`src/rtl/inst_fetch_ctrl.sv`:
```
// IF-stage fetch controller: owns the PC and issues single-outstanding SRAM-like
// instruction reads, presenting each completed fetch to the IF/ID register.
module inst_fetch_ctrl #(
  parameter logic [31:0] PC_INIT  = 32'hBFC0_0000,
  parameter logic [4:0]  EXC_NONE = 5'h10,
  parameter logic [4:0]  EXC_ADEL = 5'h04,
  parameter int          STALL_W  = 6
) (
  input  logic               cpu_clk_50M,
  input  logic               cpu_rst,
  input  logic [STALL_W-1:0] stall,
  input  logic               flush,
  input  logic [31:0]        flush_pc,
  input  logic               jump_flag,
  input  logic [31:0]        jump_addr,
  output logic               inst_req,
  output logic               inst_wr,
  output logic [1:0]         inst_size,
  output logic [31:0]        inst_addr,
  input  logic               inst_addr_ok,
  input  logic [31:0]        inst_rdata,
  input  logic               inst_data_ok,
  output logic               stallreq_if,
  output logic [31:0]        if_pc,
  output logic [31:0]        if_pc_plus_4,
  output logic [4:0]         if_exccode,
  output logic               if_inst_data_ok,
  output logic [31:0]        if_inst
);

  typedef enum logic [1:0] {
    S_REQ  = 2'd0,
    S_WAIT = 2'd1,
    S_HOLD = 2'd2,
    S_DROP = 2'd3
  } state_t;

  state_t      state_reg, state_next;
  logic [31:0] pc_reg, pc_next;
  logic        pend_jmp_reg, pend_jmp_next;
  logic [31:0] jmp_tgt_reg, jmp_tgt_next;
  logic [31:0] buf_pc_reg, buf_pc_next;
  logic [4:0]  buf_exc_reg, buf_exc_next;
  logic [31:0] buf_inst_reg, buf_inst_next;

  logic        if_stalled;
  logic        pc_aligned;
  logic        complete;
  logic        holding;
  logic        advance;
  logic [31:0] next_pc;

  logic        req_c;
  logic        valid_c;
  logic [31:0] pc_c;
  logic [4:0]  exc_c;
  logic [31:0] inst_c;

  // Only stall[1] concerns the IF stage.
  logic unused_stall_bits;
  assign unused_stall_bits = ^{stall[STALL_W-1:2], stall[0]};

  assign if_stalled = stall[1];
  assign pc_aligned = (pc_reg[1:0] == 2'b00);

  // A taken branch this cycle wins over a target remembered across the delay slot.
  assign next_pc = jump_flag    ? jump_addr   :
                   pend_jmp_reg ? jmp_tgt_reg :
                                  pc_reg + 32'd4;

  always_ff @(posedge cpu_clk_50M) begin
    if (cpu_rst) begin
      state_reg    <= S_REQ;
      pc_reg       <= PC_INIT;
      pend_jmp_reg <= 1'b0;
      jmp_tgt_reg  <= 32'd0;
      buf_pc_reg   <= PC_INIT;
      buf_exc_reg  <= EXC_NONE;
      buf_inst_reg <= 32'd0;
    end else begin
      state_reg    <= state_next;
      pc_reg       <= pc_next;
      pend_jmp_reg <= pend_jmp_next;
      jmp_tgt_reg  <= jmp_tgt_next;
      buf_pc_reg   <= buf_pc_next;
      buf_exc_reg  <= buf_exc_next;
      buf_inst_reg <= buf_inst_next;
    end
  end

  always_comb begin
    state_next    = state_reg;
    pc_next       = pc_reg;
    pend_jmp_next = pend_jmp_reg;
    jmp_tgt_next  = jmp_tgt_reg;
    buf_pc_next   = buf_pc_reg;
    buf_exc_next  = buf_exc_reg;
    buf_inst_next = buf_inst_reg;
    complete      = 1'b0;
    holding       = 1'b0;
    req_c         = 1'b0;
    valid_c       = 1'b0;
    pc_c          = pc_reg;
    exc_c         = EXC_NONE;
    inst_c        = 32'd0;

    case (state_reg)
      S_REQ: begin
        req_c = pc_aligned;
        if (!pc_aligned) begin
          // Misaligned PC never reaches the bus; it completes as an exception.
          complete = 1'b1;
          exc_c    = EXC_ADEL;
        end else if (inst_addr_ok) begin
          state_next = S_WAIT;
        end
      end
      S_WAIT: begin
        if (inst_data_ok) begin
          complete = 1'b1;
          inst_c   = inst_rdata;
        end
      end
      S_HOLD: begin
        holding = 1'b1;
        valid_c = 1'b1;
        pc_c    = buf_pc_reg;
        exc_c   = buf_exc_reg;
        inst_c  = buf_inst_reg;
      end
      S_DROP: begin
        if (inst_data_ok) begin
          state_next = S_REQ;
        end
      end
      default: state_next = S_REQ;
    endcase

    advance = (complete | holding) & ~if_stalled;

    if (complete) begin
      valid_c = 1'b1;
      if (if_stalled) begin
        buf_pc_next   = pc_reg;
        buf_exc_next  = exc_c;
        buf_inst_next = inst_c;
        state_next    = S_HOLD;
      end
    end

    if (advance) begin
      pc_next       = next_pc;
      pend_jmp_next = 1'b0;
      state_next    = S_REQ;
    end else if (jump_flag) begin
      // Delay slot not yet taken: remember the target until it completes.
      jmp_tgt_next  = jump_addr;
      pend_jmp_next = 1'b1;
    end

    if (flush) begin
      pc_next       = flush_pc;
      pend_jmp_next = 1'b0;
      valid_c       = 1'b0;
      if ((state_reg == S_WAIT && !inst_data_ok) ||
          (state_reg == S_REQ && pc_aligned && inst_addr_ok) ||
          (state_reg == S_DROP && !inst_data_ok)) begin
        state_next = S_DROP;
      end else begin
        state_next = S_REQ;
      end
    end
  end

  assign inst_wr   = 1'b0;
  assign inst_size = 2'b10;
  assign inst_addr = pc_reg;

  assign inst_req        = ~cpu_rst & req_c;
  assign if_inst_data_ok = ~cpu_rst & valid_c;
  assign if_pc           = cpu_rst ? PC_INIT  : pc_c;
  assign if_exccode      = cpu_rst ? EXC_NONE : exc_c;
  assign if_inst         = cpu_rst ? 32'd0    : inst_c;
  assign if_pc_plus_4    = if_pc + 32'd4;

  assign stallreq_if = ~cpu_rst & (((state_reg == S_WAIT) & ~inst_data_ok) |
                                   ((state_reg == S_REQ) & pc_aligned) |
                                   (state_reg == S_DROP));

endmodule

```
`config.mk`:
```
export PLATFORM = sky130hd
export DESIGN_NAME = inst_fetch_ctrl
export DESIGN_NICKNAME = d
export VERILOG_FILES = /design/src/rtl/inst_fetch_ctrl.sv
export SDC_FILE = /design/constraint.sdc
export NUM_CORES = 1
export LEC_CHECK = 0
export BUFFER_PORTS_ARGS = -buffer_cell sky130_fd_sc_hd__buf_2
export CAP_MARGIN = 5
export CORE_MARGIN = 2
export CORE_UTILIZATION = 45
export DETAILED_ROUTE_END_ITERATION = 16
export MAX_ROUTING_LAYER = met4
export PLACE_DENSITY = 0.8
export SETUP_SLACK_MARGIN = 0.2
export SYNTH_ARGS = -nofsm -noshare
export SYNTH_HDL_FRONTEND = slang
export SYNTH_SLANG_ARGS = --single-unit
```
`constraint.sdc`:
```
create_clock -name cpu_clk_50M -period 3.15 [get_ports cpu_clk_50M]
set_clock_uncertainty 0.15 [all_clocks]
set_input_delay 0 -clock cpu_clk_50M [delete_from_list [all_inputs] [get_ports cpu_clk_50M]]
set_output_delay 0 -clock cpu_clk_50M [all_outputs]
set_load 0.01 [all_outputs]
```
==> results.md <==
Worst hold path:
- The worst hold path terminates at inst_addr[7].
- The cell depth of the worst min-delay path is 3.
- The start point of the worst min-delay path is jump_flag.
- The class of the most critical hold timing path is input pin to register.

Global route:
- The sum of overflow across all layers after global routing is 0.
- The initial antenna violation count came to 0.
- The pin count of the biggest net entering global routing is 65.
- The number of global-route vias before repair is 9142.
- In the global route stage, overall resource usage came out at 30.3%.
- The global-route wire length before repair is 46900 um.

Power:
- IR analysis of the VDD net gives a maximum drop of 0.395 mV.
- The total power divided by cell area is between 400 and 500 mW/mm2.
- The leakage power is 4.91 nW.

STA:
- Setup repair after global routing could not meet its margin everywhere.
- For this run, the top clock speed supported by timing is 338 MHz.
- The number of failing hold endpoints at the final stage is 0.
- Hold timing on the final database bottoms out at a slack of about 38 ps.
- The number of max-slew violations in the final report was 0.
- Measured against its own limit, the worst slew margin works out to 20.1%.
- After routing, the total negative slack on setup checks comes to 0 ps.
- The clock period minus final worst setup slack is 2960 ps.
- The total of endpoints with negative setup slack in the final report is 0.
- The portion of the clock cycle consumed by the worst path in the final layout is about 94%.
- At the pin with the least slew margin, the transition time is around 1200 ps.

CTS:
- Clock latency on the worst-skew pair, taken at its later pin, is 420 ps.
- The clock tree from TritonCTS is done.
- Counting every sink on the clock net gives between 100 and 150.
- The cell at the root of the clock tree is clkbuf_16.
- The H-tree level count is 4.
- The total CTS buffers is 17.
- The register clock-pin slew on the reported worst setup and hold paths is 60 ps.
- The maximum root-to-sink buffer count is 2.

Synthesis:
- dfxtp_1 takes more of the synthesized area than any other cell.
- For this run, asynchronously set or reset flops after synthesis account for 0%.
- Yosys mapped a number of flops with a built-in enable equal to 0.
- After synthesis, flip-flops and latches occupy between 30% and 40% of the total area.
- Yosys mapped the design onto just under 80 distinct sky130hd cell types.
- The main combinational cell family by area after synthesis is compound AO/OA/AOI/OAI gates.
- The share of the synthesized area in the top cell type is 33.0%.
- After Yosys synthesis, XOR and XNOR cells account for under 10% of the synthesized area.
- In the synthesized netlist, the number of instances is 1095.
- The most used standard cell by instance count after synthesis is nand2_1.
- The most common flop cell mapped by yosys is dfxtp_1.
- The post-synthesis simple-gate area fraction is 25.4%.
- Of the post-synthesis cell area, the part taken by muxes is ~4.6%.
- Summing the areas of all compound-gate instances in the mapped netlist gives about a quarter of the synthesized area.
- The flip-flop and latch count after synthesis is roughly 140.
- In the post-synthesis netlist, the biggest area contributors are dfxtp_1 (33%), nand2_1 (8.2%), nor2_1 (5.6%), a21oi_1 (5.3%), mux2i_1 (4.6%).
- The post-synthesis adder-cell area fraction is 0.910%.
- Summing every instance area after synthesis gives 0.00825 mm2.
- A synthesized cell averages roughly 7.5 um2.
- The commonest cells after synthesis are nand2_1 (181), dfxtp_1 (136), nor2_1 (124).
- During synthesis, Yosys emitted a total of 0 warnings.

Routing:
- The number of nets with antenna violations after routing is 0.
- The number of optimization iterations in the first detailed-route pass is 8.
- The final routed wirelength across all metal layers is 30500 um.
- The total vias in the final route is 9891.
- The number of DRC violations after detailed routing is 0.
- The average wire per cell in the routed design is 18.3 um.
- The first-iteration detailed-routing DRC count is 917.
- Dividing the detail-routed via count by the number of cells gives 5.93.

Critical path:
- Data on the critical path arrives at its endpoint at approximately 2800 ps.
- The number of cells on the worst reg-to-reg path is 9.
- The internal reg-to-reg setup slack is 270 ps.
- The kind of end point of the critical path is an output port.
- Of all nets on the critical path, the largest fanout is 10.
- For the worst setup path, the data required time is 3000 ps.
- The startpoint identified for the worst register-to-register timing path is state_reg[0].
- The startpoint class of the critical path is a register.
- In this run the critical register-to-register path is captured at inst_addr[2].
- The worst setup path is of the register to output port kind.

Floorplanning:
- Row generation in the floorplan step produced 49 rows.
- The full die area is 0.0194 mm2.
- The initial cell density of the core is a little under half.
- The height of the chip is 139 um.
- The die boundary width is roughly 140 um.
- During I/O placement, the number of pins put on the boundary was 247.
- In this run the standard cell core region covers approximately 0.018 mm2.

Run:
- The total of max-cap violations is 0.

Placement:
- The placed standard-cell area is around 0.0097 mm2.
- The global placer's final weighted congestion is 0.938.
- During placement, the flow inserted port buffers numbering 238.
- After legalization and detailed placement, the total HPWL measured 19400 um.
- The instance count after placement with tap cells included is 1505.

Final layout:
- The proportion of layout cells with a drive suffix above 1 is 27.7%.
- Once layout is complete, the cells apart from fillers number around 1700.
- The number of antenna diodes in the final layout is 0.
- Once layout is done, the placed cells without fillers occupy 0.0118 mm2.
- The number of nets in the finished design is around 1500.
- The area growth from synthesis to layout is 43.4%.

Run status:
- The run finished with clean final reports.
==> cell usage in the layout (no fill, tap or decap), drive strengths merged, types with 6 or more instances in the layout <==
master / synthesis / routed
a211oi: 12 / 12
nand3: 36 / 36
or3: 6 / 6
a22oi: 37 / 37
a21oi: 89 / 89
clkbuf: 61 / 19
nor2: 125 / 125
nand3b: 11 / 11
a32oi: 32 / 32
nand4: 17 / 17
nor3: 28 / 28
nor4: 13 / 13
xnor2: 13 / 13
nand2b: 7 / 7
o21a: 7 / 7
o22ai: 6 / 6
o21ai: 36 / 36
buf: 45 / 314
nand2: 182 / 182
a221o: 7 / 7
inv: 22 / 24
mux2i: 38 / 38
ha: 6 / 6
o211ai: 7 / 7
a221oi: 23 / 23
and2: 12 / 12
xor2: 21 / 21
dlygate4sd3: 0 / 102
dfxtp: 136 / 136
==> how the worst max path moves through the flow <==
| stage | depth (start not counted) | startpoint | to | slack [ps] |
|---|---|---|---|---|
| after floorplan | 15 | state_reg[0] | if_pc_plus_4[26] | 110 |
| after global placement | 7 | state_reg[1] | buf_inst_reg[8] | 520 |
| after detailed placement | 8 | state_reg[1] | if_pc_plus_4[19] | 490 |
| after CTS | 8 | state_reg[1] | if_pc_plus_4[19] | 180 |
| after global routing | 10 | state_reg[0] | if_pc_plus_4[28] | 70 |
| final | 10 | state_reg[0] | if_pc_plus_4[31] | 190 |
==> layout make-up <==
cell class | instances | area [um2]
clock buffer | 17 | 425
timing repair buffer | 418 | 2910
clock inverter | 15 | 225
fill | 1462 | 6130
multi-input combinational | 832 | 5170
inverter | 22 | 85.1
sequential | 136 | 2730
tap | 229 | 287
==> critical path, stage by stage (launching register included) <==
cell and delay, ps:
dfxtp_4 360, inv_4 40, ha_4 190, buf_12 140, buf_16 140, nand3b_1 240
a211oi_4 370, nand4_4 240, nor4_2 340, xor2_1 170, buf_2 150
==> cell families (layout without fill, tap and decap cells) <==
family          after synthesis  count (layout)
buf+inv                     128             472
compound gates              296             296
simple gates                455             455
fa+ha+maj                     6               6
xor+xnor                     34              34
other cells                   2               3
mux                          38              38
flops                       136             136
==> what timing repair did <==
action	CTS	global route
buffers inserted	9	18
gates cloned	0	3
endpoints found under the setup margin	13	18
pin swaps	7	11
hold endpoints to repair	103	0
resized for setup	6	16
hold buffers	102	0
==> per-stage QoR <==
stage          power [mW]  utilization, %  setup slack, ps
2_1_floorplan        2.66               -              110
3_3_place_gp         3.06            54.2              524
3_5_place_dp         3.08            54.2              490
4_1_cts              5.39            64.1              182
5_1_grt              5.70            65.8             68.7
6_report             5.47            65.8              195
==> where the power goes <==
group / internal (mW) / leakage, nW / switching (mW)
logic: 0.563 / 3.49 / 0.783
registers: 1.82 / 1.11 / 0.0971
clock network: 1.41 / 0.306 / 0.803
total: 3.79 / 4.91 / 1.68
==> metal layers <==
metal | vias up | wire length (um) | track usage (%)
met5 | - | 0 | -
met4 | 0 | 1330 | 15.3
li1 | 4608 | - | -
met2 | 543 | 13900 | 44.3
met3 | 109 | 2330 | 4.89
met1 | 4631 | 12900 | 40.5
No activity file was read; power rests on OpenSTA's default activity.
